### src/rtl/game_flow_pkg.sv
// Shared types and constants for the rhythm-game flow controller.
// Screen-select vector layout and the state encoding live here so the bench-facing top stays small.
package game_flow_pkg;

   typedef enum logic [2:0] {
      IDLE  = 3'd0,
      PLAY  = 3'd1,
      PAUSE = 3'd2,
      WIN   = 3'd3,
      LOSE  = 3'd4
   } state_t;

   localparam int MAX_MISS_DEF = 7;

   localparam int SEL_W     = 5;
   localparam int SEL_IFACE = 0;
   localparam int SEL_MAP   = 1;
   localparam int SEL_PAUSE = 2;
   localparam int SEL_WIN   = 3;
   localparam int SEL_LOSE  = 4;

   // PAUSE keeps the play field visible underneath the overlay.
   function automatic logic [SEL_W-1:0] screen_sel(input state_t s);
      logic [SEL_W-1:0] sel;
      sel = '0;
      case (s)
         IDLE:    sel[SEL_IFACE] = 1'b1;
         PLAY:    sel[SEL_MAP]   = 1'b1;
         PAUSE: begin
            sel[SEL_MAP]   = 1'b1;
            sel[SEL_PAUSE] = 1'b1;
         end
         WIN:     sel[SEL_WIN]   = 1'b1;
         LOSE:    sel[SEL_LOSE]  = 1'b1;
         default: sel[SEL_IFACE] = 1'b1;
      endcase
      return sel;
   endfunction

endpackage

### src/rtl/game_flow_ctrl_if.sv
// Key/judge inputs and screen/score outputs of the game-flow controller.
// master drives keys and judge levels; slave is the controller itself.
interface game_flow_ctrl_if #(
   parameter int MISS_W = 3,
   parameter int HIT_W  = 8
);
   logic              key_start;
   logic              key_back;
   logic              key_pause;
   logic              miss;
   logic              hit;
   logic              done;
   logic              interface_en;
   logic              map_en;
   logic              paused;
   logic              win;
   logic              lose;
   logic [MISS_W-1:0] total_miss;
   logic [HIT_W-1:0]  hits;

   modport master (
      output key_start, key_back, key_pause, miss, hit, done,
      input  interface_en, map_en, paused, win, lose, total_miss, hits
   );

   modport slave (
      input  key_start, key_back, key_pause, miss, hit, done,
      output interface_en, map_en, paused, win, lose, total_miss, hits
   );
endinterface

### src/rtl/game_flow_ctrl_rise_pulse.sv
// One-bit rising-edge detector: pulse is high while d is high and was low last cycle.
module rise_pulse (
   input  logic clk,
   input  logic reset,
   input  logic d,
   output logic pulse
);
   logic d_q;

   always_ff @(posedge clk or posedge reset) begin
      if (reset) d_q <= 1'b0;
      else       d_q <= d;
   end

   assign pulse = d & ~d_q;
endmodule

### src/rtl/game_flow_ctrl.sv
// Game-flow controller: title / play / pause / win / lose sequencing with miss budget and hit count.
//   state | meaning
//   IDLE  | title screen, counters cleared
//   PLAY  | song running, counting misses and hits
//   PAUSE | play field frozen under pause overlay
//   WIN   | song finished within miss budget, counters held
//   LOSE  | miss budget exhausted, counters held
module game_flow_ctrl
   import game_flow_pkg::*;
#(
   parameter int MAX_MISS = MAX_MISS_DEF,
   parameter int MISS_W   = 3,
   parameter int HIT_W    = 8
) (
   input logic             clk,
   input logic             reset,
   game_flow_ctrl_if.slave bus
);
   localparam logic [MISS_W-1:0] MAX_MISS_V = MISS_W'(MAX_MISS);

   logic ev_start, ev_back, ev_pause, ev_miss, ev_hit;

   rise_pulse u_rp_start (.clk(clk), .reset(reset), .d(bus.key_start), .pulse(ev_start));
   rise_pulse u_rp_back  (.clk(clk), .reset(reset), .d(bus.key_back),  .pulse(ev_back));
   rise_pulse u_rp_pause (.clk(clk), .reset(reset), .d(bus.key_pause), .pulse(ev_pause));
   rise_pulse u_rp_miss  (.clk(clk), .reset(reset), .d(bus.miss),      .pulse(ev_miss));
   rise_pulse u_rp_hit   (.clk(clk), .reset(reset), .d(bus.hit),       .pulse(ev_hit));

   state_t            state, state_nx;
   logic [SEL_W-1:0]  sel_q;
   logic [MISS_W-1:0] miss_q, miss_nx, miss_inc;
   logic [HIT_W-1:0]  hits_q, hits_nx, hits_inc;

   assign miss_inc = miss_q + MISS_W'(1);
   assign hits_inc = (hits_q == '1) ? hits_q : hits_q + HIT_W'(1);

   always_comb begin
      state_nx = state;
      miss_nx  = miss_q;
      hits_nx  = hits_q;
      case (state)
         IDLE: begin
            miss_nx = '0;
            hits_nx = '0;
            if (ev_start) state_nx = PLAY;
         end
         PLAY: begin
            if (ev_back) begin
               state_nx = IDLE;
               miss_nx  = '0;
               hits_nx  = '0;
            end else if (bus.done) begin
               state_nx = WIN;
            end else if (ev_pause) begin
               state_nx = PAUSE;
            end else begin
               if (ev_hit) hits_nx = hits_inc;
               if (ev_miss) begin
                  miss_nx = miss_inc;
                  if (miss_inc == MAX_MISS_V) state_nx = LOSE;
               end
            end
         end
         PAUSE: begin
            if (ev_back) begin
               state_nx = IDLE;
               miss_nx  = '0;
               hits_nx  = '0;
            end else if (ev_pause) begin
               state_nx = PLAY;
            end
         end
         WIN, LOSE: begin
            if (ev_back) begin
               state_nx = IDLE;
               miss_nx  = '0;
               hits_nx  = '0;
            end
         end
         default: begin
            state_nx = IDLE;
            miss_nx  = '0;
            hits_nx  = '0;
         end
      endcase
   end

   // Screen selects are registered from the next state so they change with the state register.
   always_ff @(posedge clk or posedge reset) begin
      if (reset) begin
         state  <= IDLE;
         sel_q  <= screen_sel(IDLE);
         miss_q <= '0;
         hits_q <= '0;
      end else begin
         state  <= state_nx;
         sel_q  <= screen_sel(state_nx);
         miss_q <= miss_nx;
         hits_q <= hits_nx;
      end
   end

   assign bus.interface_en = sel_q[SEL_IFACE];
   assign bus.map_en       = sel_q[SEL_MAP];
   assign bus.paused       = sel_q[SEL_PAUSE];
   assign bus.win          = sel_q[SEL_WIN];
   assign bus.lose         = sel_q[SEL_LOSE];
   assign bus.total_miss   = miss_q;
   assign bus.hits         = hits_q;
endmodule
### src/flat_wrapper.sv
// flat-port wrapper written by rule: the top's interface ports become plain ports
module game_flow_ctrl_flat import game_flow_pkg::*;
#(
   parameter int MAX_MISS = MAX_MISS_DEF,
   parameter int MISS_W   = 3,
   parameter int HIT_W    = 8
)
  (clk, reset, bus_key_start, bus_key_back, bus_key_pause, bus_miss, bus_hit, bus_done, bus_interface_en, bus_map_en, bus_paused, bus_win, bus_lose, bus_total_miss, bus_hits);
  game_flow_ctrl_if #(.MISS_W(MISS_W), .HIT_W(HIT_W)) bus_i ();
  input logic clk;
  input logic reset;
  input wire logic [$bits(bus_i.key_start)-1:0] bus_key_start;
  input wire logic [$bits(bus_i.key_back)-1:0] bus_key_back;
  input wire logic [$bits(bus_i.key_pause)-1:0] bus_key_pause;
  input wire logic [$bits(bus_i.miss)-1:0] bus_miss;
  input wire logic [$bits(bus_i.hit)-1:0] bus_hit;
  input wire logic [$bits(bus_i.done)-1:0] bus_done;
  output wire logic [$bits(bus_i.interface_en)-1:0] bus_interface_en;
  output wire logic [$bits(bus_i.map_en)-1:0] bus_map_en;
  output wire logic [$bits(bus_i.paused)-1:0] bus_paused;
  output wire logic [$bits(bus_i.win)-1:0] bus_win;
  output wire logic [$bits(bus_i.lose)-1:0] bus_lose;
  output wire logic [$bits(bus_i.total_miss)-1:0] bus_total_miss;
  output wire logic [$bits(bus_i.hits)-1:0] bus_hits;
  assign bus_i.key_start = bus_key_start;
  assign bus_i.key_back = bus_key_back;
  assign bus_i.key_pause = bus_key_pause;
  assign bus_i.miss = bus_miss;
  assign bus_i.hit = bus_hit;
  assign bus_i.done = bus_done;
  assign bus_interface_en = bus_i.interface_en;
  assign bus_map_en = bus_i.map_en;
  assign bus_paused = bus_i.paused;
  assign bus_win = bus_i.win;
  assign bus_lose = bus_i.lose;
  assign bus_total_miss = bus_i.total_miss;
  assign bus_hits = bus_i.hits;
  game_flow_ctrl #(.MAX_MISS(MAX_MISS), .MISS_W(MISS_W), .HIT_W(HIT_W)) u_core (.clk(clk), .reset(reset), .bus(bus_i));
endmodule
### config.mk
export PLATFORM = sky130hd
export DESIGN_NAME = game_flow_ctrl_flat
export DESIGN_NICKNAME = d
export VERILOG_FILES = /design/src/rtl/game_flow_pkg.sv /design/src/rtl/game_flow_ctrl_if.sv /design/src/rtl/game_flow_ctrl_rise_pulse.sv /design/src/rtl/game_flow_ctrl.sv /design/src/flat_wrapper.sv
export SDC_FILE = /design/constraint.sdc
export NUM_CORES = 1
export LEC_CHECK = 0
export BUFFER_PORTS_ARGS = -buffer_cell sky130_fd_sc_hd__buf_2
export CAP_MARGIN = 10
export CORE_UTILIZATION = 53
export CTS_CLUSTER_SIZE = 8
export DETAILED_ROUTE_END_ITERATION = 12
export PLACE_DENSITY_LB_ADDON = 0.12
export SYNTH_ARGS = -nofsm -noshare
export SYNTH_HDL_FRONTEND = slang
export SYNTH_SLANG_ARGS = --single-unit
### constraint.sdc
create_clock -name clk -period 2.6 [get_ports clk]
set_clock_uncertainty 0.15 [all_clocks]
set_input_delay 0 -clock clk [delete_from_list [all_inputs] [get_ports clk]]
set_output_delay 0 -clock clk [all_outputs]
set_load 0.03 [all_outputs]
* Yosys cells after proc, flatten, opt, wreduce, memory -nomap -nowiden
Index checks and enable logic that the tools add are counted.
** Storage, ports and cells
- Register bits after elaboration :: 24
- Output and inout bits :: 16
- Word-level logic and storage cells :: 72
** Cells by class
- Add/sub/neg operators :: 2
- Equality and inequality tests :: 16
- Mux-type cells :: 28
- Bitwise operators :: 10
- Reduce and logical (&&, ||, !) cells :: 7
** Operators with widths (count)
- 8-bit two-way mux :: 6
- 3-bit two-way mux :: 14
- 8-bit case mux with 2 select lines :: 1
- 3-bit by 2-bit equality test with 1-bit output, second input constant :: 4
- 3-bit case mux with 4 select lines :: 1
- 3-bit equality test, second input constant :: 3
- 3-bit by 2-bit inequality test with 1-bit output, second input constant :: 3
- 8-bit by 1-bit adder with 8-bit output, second input constant :: 1
- 8-bit equality test, second input constant :: 1
- 3-bit by 1-bit equality test with 1-bit output, second input constant :: 2
- 3-bit by 1-bit inequality test with 1-bit output, second input constant :: 2
- 3-bit case mux with 2 select lines :: 1
- 1-bit bitwise AND :: 5
- 1-bit two-way mux :: 5
- 1-bit inverter :: 5
- 5-bit AND reduction :: 1
- 4-bit AND reduction :: 1
- 2-bit OR reduction :: 2
- 4-bit OR reduction :: 1
- 3-bit by 1-bit adder with 3-bit output, second input constant :: 1
- 3-bit logical NOT :: 1
- 3-bit OR reduction :: 1
- 2-bit by 1-bit inequality test with 1-bit output, second input constant :: 1

* Logic depth before layout (Yosys ltp)
Gate-level depths: netlist of the first run.
- Depth after elaboration :: 11
- Gate-level depth with buffers :: 6

* By module
From an unflattened synthesis of the first run, not the netlist that was laid out.
** Unflattened totals
- Cells, all modules :: 122
- Area total of the unflattened synthesis :: 1252.5 sq um
** By module, submodules not included
- game_flow_ctrl :: instances 1, cells each 107, area each 1039.7 sq um, sequential area each 476.7 sq um
- rise_pulse :: instances 5, cells each 3, area each 42.5 sq um, sequential area each 25.0 sq um

* Worst setup path before layout of the first run
OpenSTA, ideal clock, no wires.
- Path kind :: register -> register
- Start :: register u_core.miss_q[0], in the netlist u_core.bus.total_miss[0]
- End :: register u_core.sel_q[0]
- Library setup time :: 0.098 ns
- Arrival :: 1.845 ns
- Data required time :: 2.352 ns
- Path slack :: 0.506 ns
- Cell stages (with the launch flop) :: 7
- Path buffers :: 0
- Path through :: dfrtp_1 -> ha_1 -> xor2_1 -> nand4b_1 -> or4b_4 -> a211oi_2 -> nor3b_1
** Between the ends
- Cells in the longest elaborated chain, start to end :: 11
** RTL lines
- start, declared :: line game_flow_ctrl.sv:31 : logic [MISS_W-1:0] miss_q, miss_nx, miss_inc;
- start signal, assigned :: line game_flow_ctrl.sv:98 : miss_q <= miss_nx;
- 3-bit by 1-bit adder with 3-bit output * :: line game_flow_ctrl.sv:34 : assign miss_inc = miss_q + MISS_W'(1);
- 3-bit equality test * :: line game_flow_ctrl.sv:60 : if (miss_inc == MAX_MISS_V) state_nx = LOSE;
- 3-bit two-way mux * :: line game_flow_ctrl.sv:60
- 3-bit two-way mux * :: line game_flow_ctrl.sv:58 : if (ev_miss) begin
- 3-bit two-way mux * :: line game_flow_ctrl.sv:54 : end else if (ev_pause) begin
- 3-bit two-way mux * :: line game_flow_ctrl.sv:52 : end else if (bus.done) begin
- 3-bit two-way mux * :: line game_flow_ctrl.sv:48 : if (ev_back) begin
- 3-bit case mux with 4 select lines * :: line game_flow_ctrl.sv:41 : case (state)
- net u_core.state_nx[2] :: line game_flow_ctrl.sv:29 : state_t state, state_nx;
- 3-bit by 1-bit equality test with 1-bit output, or another cell as far along :: line game_flow_pkg.sv:26 : case (s)
- 4-bit OR reduction (no source line) *
- 1-bit two-way mux * :: line game_flow_pkg.sv:26
- end signal, assigned :: line game_flow_ctrl.sv:92 : sel_q <= screen_sel(IDLE);
- end signal, assigned :: line game_flow_ctrl.sv:97 : sel_q <= screen_sel(state_nx);
- end, declared :: line game_flow_ctrl.sv:30 : logic [SEL_W-1:0] sel_q;
Mark *: on every way through the listed nets, which the timed path passes. The rest lies on a longest branch.
A chain may end at the register's enable or synchronous reset.

* Worst setup path after layout of the first run
Ends and elaborated chain as after synthesis.

==> run_results.csv, run 1 <==
group,metric,value,unit
setup_path,reg2reg_to,"u_core.sel_q[0]",
detailed_routing,drt-wirelength-per-cell,13.3,um
setup_path,required,2.67,ns
setup_path,critPathCaptureType,"flop",
clocking,clkLatencyLatePin,0.31,ns
clocking,cts_tree,"built",
finish,post-route-util,70.7,%
setup_path,worstPathArrival,2.19,ns
setup_path,cp.buffers_inverters,0,
logic_synthesis,ys_seq_area_share,51.1,%
finish,nFillCells,152,
min_path,hold_end,"u_core.u_rp_miss.d_q",
detailed_routing,drc_errors,0,
status,status,"finished, final reports clean",
finish,stdcell_count,176,
logic_synthesis,ys_top_cells_by_area,"dfrtp_1 (49%), o21ai_0 (5.1%), a21oi_1 (4.7%)",
logic_synthesis,syn-instance-count,116,
job,cap_viol_max_count,0,
logic_synthesis,synth_warnings,0,
clocking,clk_pin_slew,0.13,ns
detailed_routing,antenna_left,0,
detailed_routing,drtPass1Iterations,4,
global_routing,grt_usage,21.5,%
min_path,hold_class,"input pin to flop",
sta,maxSlewHeadroom,42.4,%
finish,nets,161,
floorplanning,dieArea,0.00242,mm2
logic_synthesis,ys_ff_latch,24,
floorplanning,initial_core_util,58.3,%
place,place.gp.congestion,0.865,
setup_path,cp-start-kind,"flop",
floorplanning,num_io_pins,24,
clocking,cts_buffers,3,
sta,finalMaxSlewViolations,0,
global_routing,grt_first_pass_wirelength,3880,um
detailed_routing,num_vias,981,
finish,area_delta_synth_final,21.2,%
sta,finalCritPeriodShare,81.4,%
logic_synthesis,syn_nets,127,
clocking,post_cts_resized,0,
min_path,worstHoldStart,"bus_miss",
sta,hold_ws,0.194,ns
logic_synthesis,ys_types,41,
global_routing,antenna_found_initial,0,
sta,period_minus_slack,2.12,ns
floorplanning,fp.coreArea,0.00202,mm2
power,power.density,676,mW/mm2
sta,finalSetupViolations,0,
place,dp_hpwl,1670,um
logic_synthesis,synth_top_area_share,48.8,%
logic_synthesis,synthTopCellsByCount,"dfrtp_1 (23), o21ai_0 (12), a21oi_1 (11), nand2_1 (8), inv_1 (7)",
setup_path,cp_cell_sequence,"ha_1, xor2_1, nand4b_1, or4b_4, a211oi_2, nor3b_1",
logic_synthesis,synth_area_leader_cell,"dfrtp_1",
floorplanning,die_h,49.2,um
global_routing,grt_max_degree,25,
setup_path,cp_max_fo,5,
clocking,cts-htree-levels,1,
place,portBuffers,23,
logic_synthesis,synth_edf_count,0,
logic_synthesis,syn-mean-instance-area,10.2,um2
setup_path,slowest_delay,0.52,ns
setup_path,critical_path.top_delay_family,"simple AND/OR/NAND/NOR gates",
setup_path,path_class,"flop to flop",
global_routing,first_global_vias,953,
setup_path,ff2ff_path_depth,6,
clocking,cts.sinks,24,
power,p_total,966,uW
finish,antennaDiodeCount,0,
sta,fmax,473,MHz
power,irDropWorstVdd,0.572,mV
min_path,holdPathStages,2,
detailed_routing,viasPerCell,5.57,
logic_synthesis,async_flop_share,100,%
power,leakage,0.000690,uW
setup_path,r2r_start,"u_core.bus.total_miss[0]",
sta,worstMarginPinSlew,0.862,ns
detailed_routing,drtIter0Drc,34,
global_routing,overflow,0,
sta,finalHoldViolations,0,
setup_path,critPathSlowestCell,"or4b_4",
logic_synthesis,ys_dominant_reg_cell,"dfrtp_1",
clocking,cts.path.max_buffers,2,
setup_path,r2r_setup_slack,0.48,ns
finish,drive_above_1_share,24.2,%
detailed_routing,wl,2340,um
sta,timing.setup.tns,0,ns
clocking,clock-root-buffer,"clkbuf_4",
floorplanning,die_w,49.2,um
logic_synthesis,synth.most_common_cell,"dfrtp_1",
sta,rsz0062_at_grt,"no",
place,dp_cells,165,
logic_synthesis,syn_area,0.00118,mm2
floorplanning,rows,16,
flip-flops by register name, indices dropped and copies added, names as in the netlist:
| register | count |
|---|---|
| u_core.state | 3 |
| u_core.bus.total_miss | 3 |
| u_core.u_rp_miss.d_q | 1 |
| u_core.u_rp_hit.d_q | 1 |
| u_core.u_rp_back.d_q | 1 |
| u_core.u_rp_start.d_q | 1 |
| u_core.bus.hits | 8 |
| u_core.u_rp_pause.d_q | 1 |
| u_core.sel_q | 5 |
routing by layer:
| layer | routed length, um | global-route usage [%] | up-vias |
|---|---|---|---|
| li1 | - | - | 491 |
| met1 | 1060 | 25.3 | 455 |
| met2 | 1170 | 38.1 | 33 |
| met3 | 98 | 3.74 | 2 |
| met4 | 14 | 8.82 | 0 |
| met5 | 0 | 0 | - |
worst max path at each step:
stage,startpoint,end,slack (ns),cells past startpoint
2_1_floorplan,u_core.bus.total_miss[0],u_core.sel_q[0],0.51,6
3_3_place_gp,u_core.bus.total_miss[0],u_core.sel_q[0],0.61,6
3_5_place_dp,u_core.bus.total_miss[0],u_core.sel_q[0],0.54,6
4_1_cts,u_core.bus.total_miss[0],u_core.sel_q[0],0.51,6
5_1_grt,u_core.u_rp_pause.d_q,u_core.bus.hits[4],0.38,5
6_report,u_core.bus.total_miss[0],u_core.sel_q[0],0.48,6
metrics by stage:
| stage | worst slack [ns] | area, um2 |
|---|---|---|
| 6_report | 0.485 | 1430 |
| 5_1_grt | 0.383 | 1430 |
| 2_1_floorplan | 0.506 | 1180 |
| 4_1_cts | 0.508 | 1430 |
| 3_5_place_dp | 0.541 | 1320 |
| 3_3_place_gp | 0.614 | 1320 |
logic make-up (layout without fill, tap and decap cells):
family | Yosys count | in the layout | share of synthesized area (%)
AND/OR/NAND/NOR | 41 | 41 | 20.5
AO/OA/AOI/OAI | 38 | 38 | 21.1
flip-flops | 24 | 24 | 51.1
buffers and inverters | 8 | 41 | 2.65
adder cells (fa/ha/maj) | 3 | 3 | 3.19
XOR/XNOR | 2 | 2 | 1.49
layout make-up:
cell class                      count  area, um2  share of cell area, %
Sequential cell                    24        602                   42.1
Inverter                            7       26.3                   1.84
Tap cell                           27       33.8                   2.36
Timing Repair Buffer               30        185                   13.0
Multi-Input combinational cell     84        546                   38.2
Clock buffer                        4       36.3                   2.54
power by group:
group | internal, uW | switching (uW)
sequential | 424 | 32.7
combinational | 115 | 202
clock | 85.5 | 107
worst reg2reg max path, stage by stage (launching register included):
cell and delay [ns]:
dfrtp_1 0.44, ha_1 0.26, xor2_1 0.15, nand4b_1 0.15, or4b_4 0.52, a211oi_2 0.27, nor3b_1 0.09
cell usage in the layout, fill, tap and decap left out, drive strengths merged, types with 4 or more instances in the layout:
cell type	n
buf	23
dfrtp	23
o21ai	12
a21oi	11
nand2	8
inv	7
dlygate4sd3	7
nor2	5
nand2b	4
clkbuf	4
timing repair:
item | in CTS | in global routing
endpoints found under the hold margin | 37 | 0
setup buffers | 0 | 0
hold buffers | 7 | 0
(Power assumes the default switching activity.)
==> inputs of run 2 (changes only) <==
- clock period: 2.6 -> 2.1 ns (I/O delays scaled with it)
==> run 2 against run 1 <==
Register-to-register slack worse by 0.41 ns. Power increased by 27%. Fmax rose by 4.6%. Sequential power up 24%. Count of clock-buffer cells in the layout unchanged. Worst setup slack got worse by 0.41 ns. Wire length about the same. Largest power group unchanged. Worst hold slack worse by 0.014 ns. Die area is the same. Cell area is 3.2% higher. First-iteration DRC count down 5.9%.
==> run_results.csv, run 2 (synthesis results as in run 1) <==
group,metric,value,unit
global_routing,antenna_found_initial,0,
job,cap_viol_max_count,0,
global_routing,grt_usage,21.6,%
setup_path,critPathCaptureType,"flop",
place,dp_cells,167,
sta,maxSlewHeadroom,41.2,%
floorplanning,dieArea,0.00242,mm2
detailed_routing,viasPerCell,5.52,
finish,final_cell_mix,"buf_2 (23), dfrtp_1 (23), o21ai_0 (12), a21oi_1 (11), nand2_1 (8)",
setup_path,cp.buffers_inverters,0,
setup_path,cp_cell_sequence,"ha_1, xor2_1, nand4b_1, or4b_4, a211oi_4, nor3b_1",
place,dp_hpwl,1610,um
clocking,cts_buffers,3,
detailed_routing,drt-wirelength-per-cell,12.9,um
clocking,cts_tree,"built",
sta,finalMaxSlewViolations,0,
clocking,cts.sinks,24,
detailed_routing,wl,2340,um
place,portBuffers,23,
detailed_routing,drtPass1Iterations,4,
setup_path,cp-start-kind,"flop",
floorplanning,die_w,49.2,um
sta,hold_ws,0.180,ns
detailed_routing,drc_errors,0,
finish,antennaDiodeCount,0,
power,leakage,0.000714,uW
clocking,clkLatencyLatePin,0.31,ns
sta,timing.setup.tns,0,ns
global_routing,grt_max_degree,25,
sta,period_minus_slack,2.02,ns
status,status,"finished, final reports clean",
setup_path,critical_path.top_delay_family,"simple AND/OR/NAND/NOR gates",
setup_path,worstPathArrival,2.11,ns
sta,finalCritPeriodShare,96.3,%
sta,fmax,494,MHz
global_routing,first_global_vias,923,
finish,nFillCells,150,
finish,final_area,0.00147,mm2
sta,worstMarginPinSlew,0.882,ns
floorplanning,rows,16,
setup_path,critPathSlowestCell,"or4b_4",
floorplanning,num_io_pins,24,
setup_path,path_class,"flop to flop",
setup_path,required,2.18,ns
min_path,hold_class,"input pin to flop",
sta,finalSetupViolations,0,
place,dpl_cell_area,0.00134,mm2
finish,drive_above_1_share,26.6,%
setup_path,cp_max_fo,3,
floorplanning,initial_core_util,58.3,%
detailed_routing,antenna_left,0,
sta,rsz0062_at_grt,"no",
floorplanning,fp.coreArea,0.00202,mm2
power,power.density,833,mW/mm2
clocking,cts-htree-levels,1,
place,place.gp.congestion,0.873,
setup_path,r2r_setup_slack,0.08,ns
detailed_routing,drtIter0Drc,32,
clocking,clk_pin_slew,0.13,ns
floorplanning,die_h,49.2,um
global_routing,overflow,0,
clocking,cts.path.max_buffers,2,
finish,largest_reg_flops,8,
finish,stdcell_count,181,
setup_path,slowest_delay,0.53,ns
detailed_routing,num_vias,999,
finish,area_delta_synth_final,25.1,%
sta,finalHoldViolations,0,
power,irDropWorstVdd,0.680,mV
global_routing,grt_first_pass_wirelength,3860,um
finish,nets,166,
finish,post-route-util,72.9,%
clocking,clock-root-buffer,"clkbuf_4",
==> run 2: area by class of cell <==
| class | instances | area, um2 | share of cell area [%] |
|---|---|---|---|
| Multi-Input combinational cell | 84 | 553 | 37.5 |
| Sequential cell | 24 | 602 | 40.8 |
| Timing Repair Buffer | 35 | 223 | 15.1 |
| Tap cell | 27 | 33.8 | 2.29 |
| Inverter | 7 | 26.3 | 1.78 |
| Clock buffer | 4 | 36.3 | 2.46 |
==> run 2: repair_timing <==
action	in CTS	in global routing
buffers inserted	1	2
pin swaps	0	2
endpoints found under the hold margin	37	0
hold buffers	7	0
endpoints found under the setup margin	1	1
gates resized for setup	0	1
==> run 2: worst register-to-register path: cells and delay by family (launching register included) <==
family          cells  cell delay, ns
fa+ha+maj           1            0.23
flops               1            0.40
compound gates      1            0.23
simple gates        3            0.77
xor+xnor            1            0.16
==> run 2: per-stage QoR <==
step	power (uW)	setup slack, ns
2_1_floorplan	858	0.00610
4_1_cts	1230	0.0304
5_1_grt	1290	0.00182
3_3_place_gp	968	0.114
3_5_place_dp	976	0.0202
6_report	1230	0.0767
==> run 2: layer usage <==
| metal | vias to the layer above | wire (um) | global-route usage (%) |
|---|---|---|---|
| li1 | 499 | - | - |
| met1 | 473 | 1110 | 26.0 |
| met2 | 23 | 1130 | 36.5 |
| met3 | 4 | 73 | 3.74 |
| met4 | 0 | 30 | 11.3 |
| met5 | - | 0 | 0 |
==> run 2: path summary, 6_finish.rpt <==
| path | start | to | cells after the start |
|---|---|---|---|
| worst min register to register | u_core.bus.total_miss[2] | u_core.bus.total_miss[2] | 1 |
| worst max register to register | u_core.bus.total_miss[0] | u_core.sel_q[0] | 6 |
| worst min-delay path | bus_miss | u_core.u_rp_miss.d_q | 2 |
| worst max-delay path | u_core.bus.total_miss[0] | u_core.sel_q[0] | 6 |
| min in group asynchronous | reset | u_core.u_rp_hit.d_q | 3 |
| max in group asynchronous | reset | u_core.bus.hits[5] | 3 |
==> run 2: power breakdown <==
part	total [uW]	leakage (uW)	internal (uW)	switching (uW)
clock network	243	0.0000210	106	137
logic	419	0.000378	162	257
registers	565	0.000315	525	40.8
==> inputs of run 3 (changes only) <==
- CORE_UTILIZATION: 53 -> 56
- CTS_BUF_LIST: unset -> sky130_fd_sc_hd__clkbuf_2 sky130_fd_sc_hd__clkbuf_4 sky130_fd_sc_hd__clkbuf_8
==> run 3 against run 2 <==
Die area fell by 5.1%. Wire length rose by 5.8%. First-iteration DRC count fell by 53%. Via count rose by 3.4%. Power rose by 0.28%. Fmax fell by 1.4%. Critical path depth did not move. Largest cell class unchanged.
==> run_results.csv, run 3 (synthesis results as in run 1) <==
group,metric,value,unit
status,status,"finished, final reports clean",
setup_path,ff2ff_path_depth,6,
clocking,clk_pin_slew,0.12,ns
detailed_routing,drtPass1Iterations,4,
detailed_routing,viasPerCell,5.74,
clocking,cts.path.max_buffers,2,
detailed_routing,drtIter0Drc,15,
finish,largest_reg_flops,8,
setup_path,critPathCaptureType,"flop",
setup_path,cp-start-kind,"flop",
power,power.density,844,mW/mm2
clocking,clock-root-buffer,"clkbuf_4",
job,cap_viol_max_count,0,
finish,drive_above_1_share,26.1,%
global_routing,grt_max_degree,25,
floorplanning,die_w,47.9,um
place,dp_hpwl,1720,um
floorplanning,fp.coreArea,0.00196,mm2
sta,finalMaxSlewViolations,0,
power,p_total,1230,uW
clocking,cts-htree-levels,1,
detailed_routing,antenna_left,0,
sta,period_minus_slack,2.05,ns
min_path,hold_class,"input pin to flop",
finish,nets,165,
finish,final_cell_mix,"buf_2 (23), dfrtp_1 (23), o21ai_0 (12), a21oi_1 (11), nand2_1 (8)",
finish,antennaDiodeCount,0,
floorplanning,die_h,47.9,um
setup_path,path_class,"flop to flop",
global_routing,first_global_vias,882,
sta,finalCritPeriodShare,97.7,%
floorplanning,dieArea,0.00229,mm2
sta,hold_ws,0.177,ns
clocking,cts_buffers,3,
global_routing,antenna_found_initial,0,
setup_path,slowest_delay,0.52,ns
detailed_routing,wl,2480,um
power,leakage,0.000710,uW
min_path,holdPathStages,2,
sta,worstMarginPinSlew,0.886,ns
place,place.gp.congestion,0.875,
detailed_routing,drt-wirelength-per-cell,13.8,um
setup_path,r2r_setup_slack,0.05,ns
sta,fmax,487,MHz
clocking,clkLatencyLatePin,0.32,ns
global_routing,grt_first_pass_wirelength,3600,um
sta,maxSlewHeadroom,40.9,%
floorplanning,initial_core_util,60.1,%
finish,area_delta_synth_final,23.8,%
global_routing,overflow,0,
setup_path,required,2.19,ns
setup_path,critPathSlowestCell,"or4b_4",
power,irDropWorstVdd,0.894,mV
sta,finalSetupViolations,0,
clocking,cts.sinks,24,
clocking,post_cts_resized,0,
clocking,cts_tree,"built",
global_routing,grt_usage,22.9,%
setup_path,cp_max_fo,4,
place,portBuffers,23,
floorplanning,num_io_pins,24,
sta,finalHoldViolations,0,
floorplanning,rows,16,
setup_path,worstPathArrival,2.14,ns
setup_path,cp_cell_sequence,"ha_1, xor2_1, nand4b_1, or4b_4, a211oi_2, nor3b_1",
detailed_routing,drc_errors,0,
detailed_routing,num_vias,1033,
[run 3: changes by cell type in the layout (fill, tap and decap cells not counted)]
cell | before | now
a211oi_2 | 0 | 1
a211oi_4 | 1 | 0
buf_4 | 5 | 4
[run 3: area by class of cell]
type                    instances  area (um2)
fillers                       161         503
multi-input cells              84         546
clock buffers                   4        36.3
inverters                       7        26.3
repair buffers                 34         215
well taps                      27        33.8
flip-flops and latches         24         602
[run 3: worst paths after layout]
kind / start / endpoint
max: u_core.bus.total_miss[1] / u_core.sel_q[0]
min: bus_key_start / u_core.u_rp_start.d_q
max reg2reg: u_core.bus.total_miss[1] / u_core.sel_q[0]
min reg2reg: u_core.bus.total_miss[2] / u_core.bus.total_miss[2]
max in group asynchronous: reset / u_core.u_rp_back.d_q
min in group asynchronous: reset / u_core.u_rp_hit.d_q
[run 3: through the flow]
stage	instance area [um2]	setup TNS, ns	cells	util (%)	setup WS, ns
3_5_place_dp	1340	0	167	68.2	0.0503
3_3_place_gp	1340	0	167	68.2	0.109
5_1_grt	1460	-0.0154	180	74.4	-0.0154
2_1_floorplan	1180	0	116	-	0.00610
6_report	1460	0	180	74.4	0.0486
4_1_cts	1440	0	178	73.6	0.0251
[run 3: worst max-delay path, delay by kind of cell (launching register included)]
family                     cells  cell delay [ns]
AOI/OAI and AO/OA              1             0.26
DFF                            1             0.43
xor gates and xnor gates       1             0.15
adders and majority gates      1             0.23
and+or+nand+nor                3             0.76
[run 3: layer usage]
metal	track usage [%]	vias to the layer above	part of all wire, %
met2	41.9	35	51
met5	0	-	0
met4	10.0	0	1.5
met1	27.0	497	43
li1	-	496	-
met3	2.26	5	5.0
[run 3: repair_timing]
action / 4_1_cts / 5_1_grt
buffers inserted: 0 / 2
hold buffers: 7 / 0
endpoints found under the hold margin: 36 / 0
endpoints found under the setup margin: 0 / 1
[run 3: power by group]
group,internal [uW],switching [uW],total (uW),leakage [uW]
clock,106,136,242,0.0000210
combinational,162,259,421,0.000374
sequential,525,43.3,568,0.000315
total,793,438,1230,0.000710
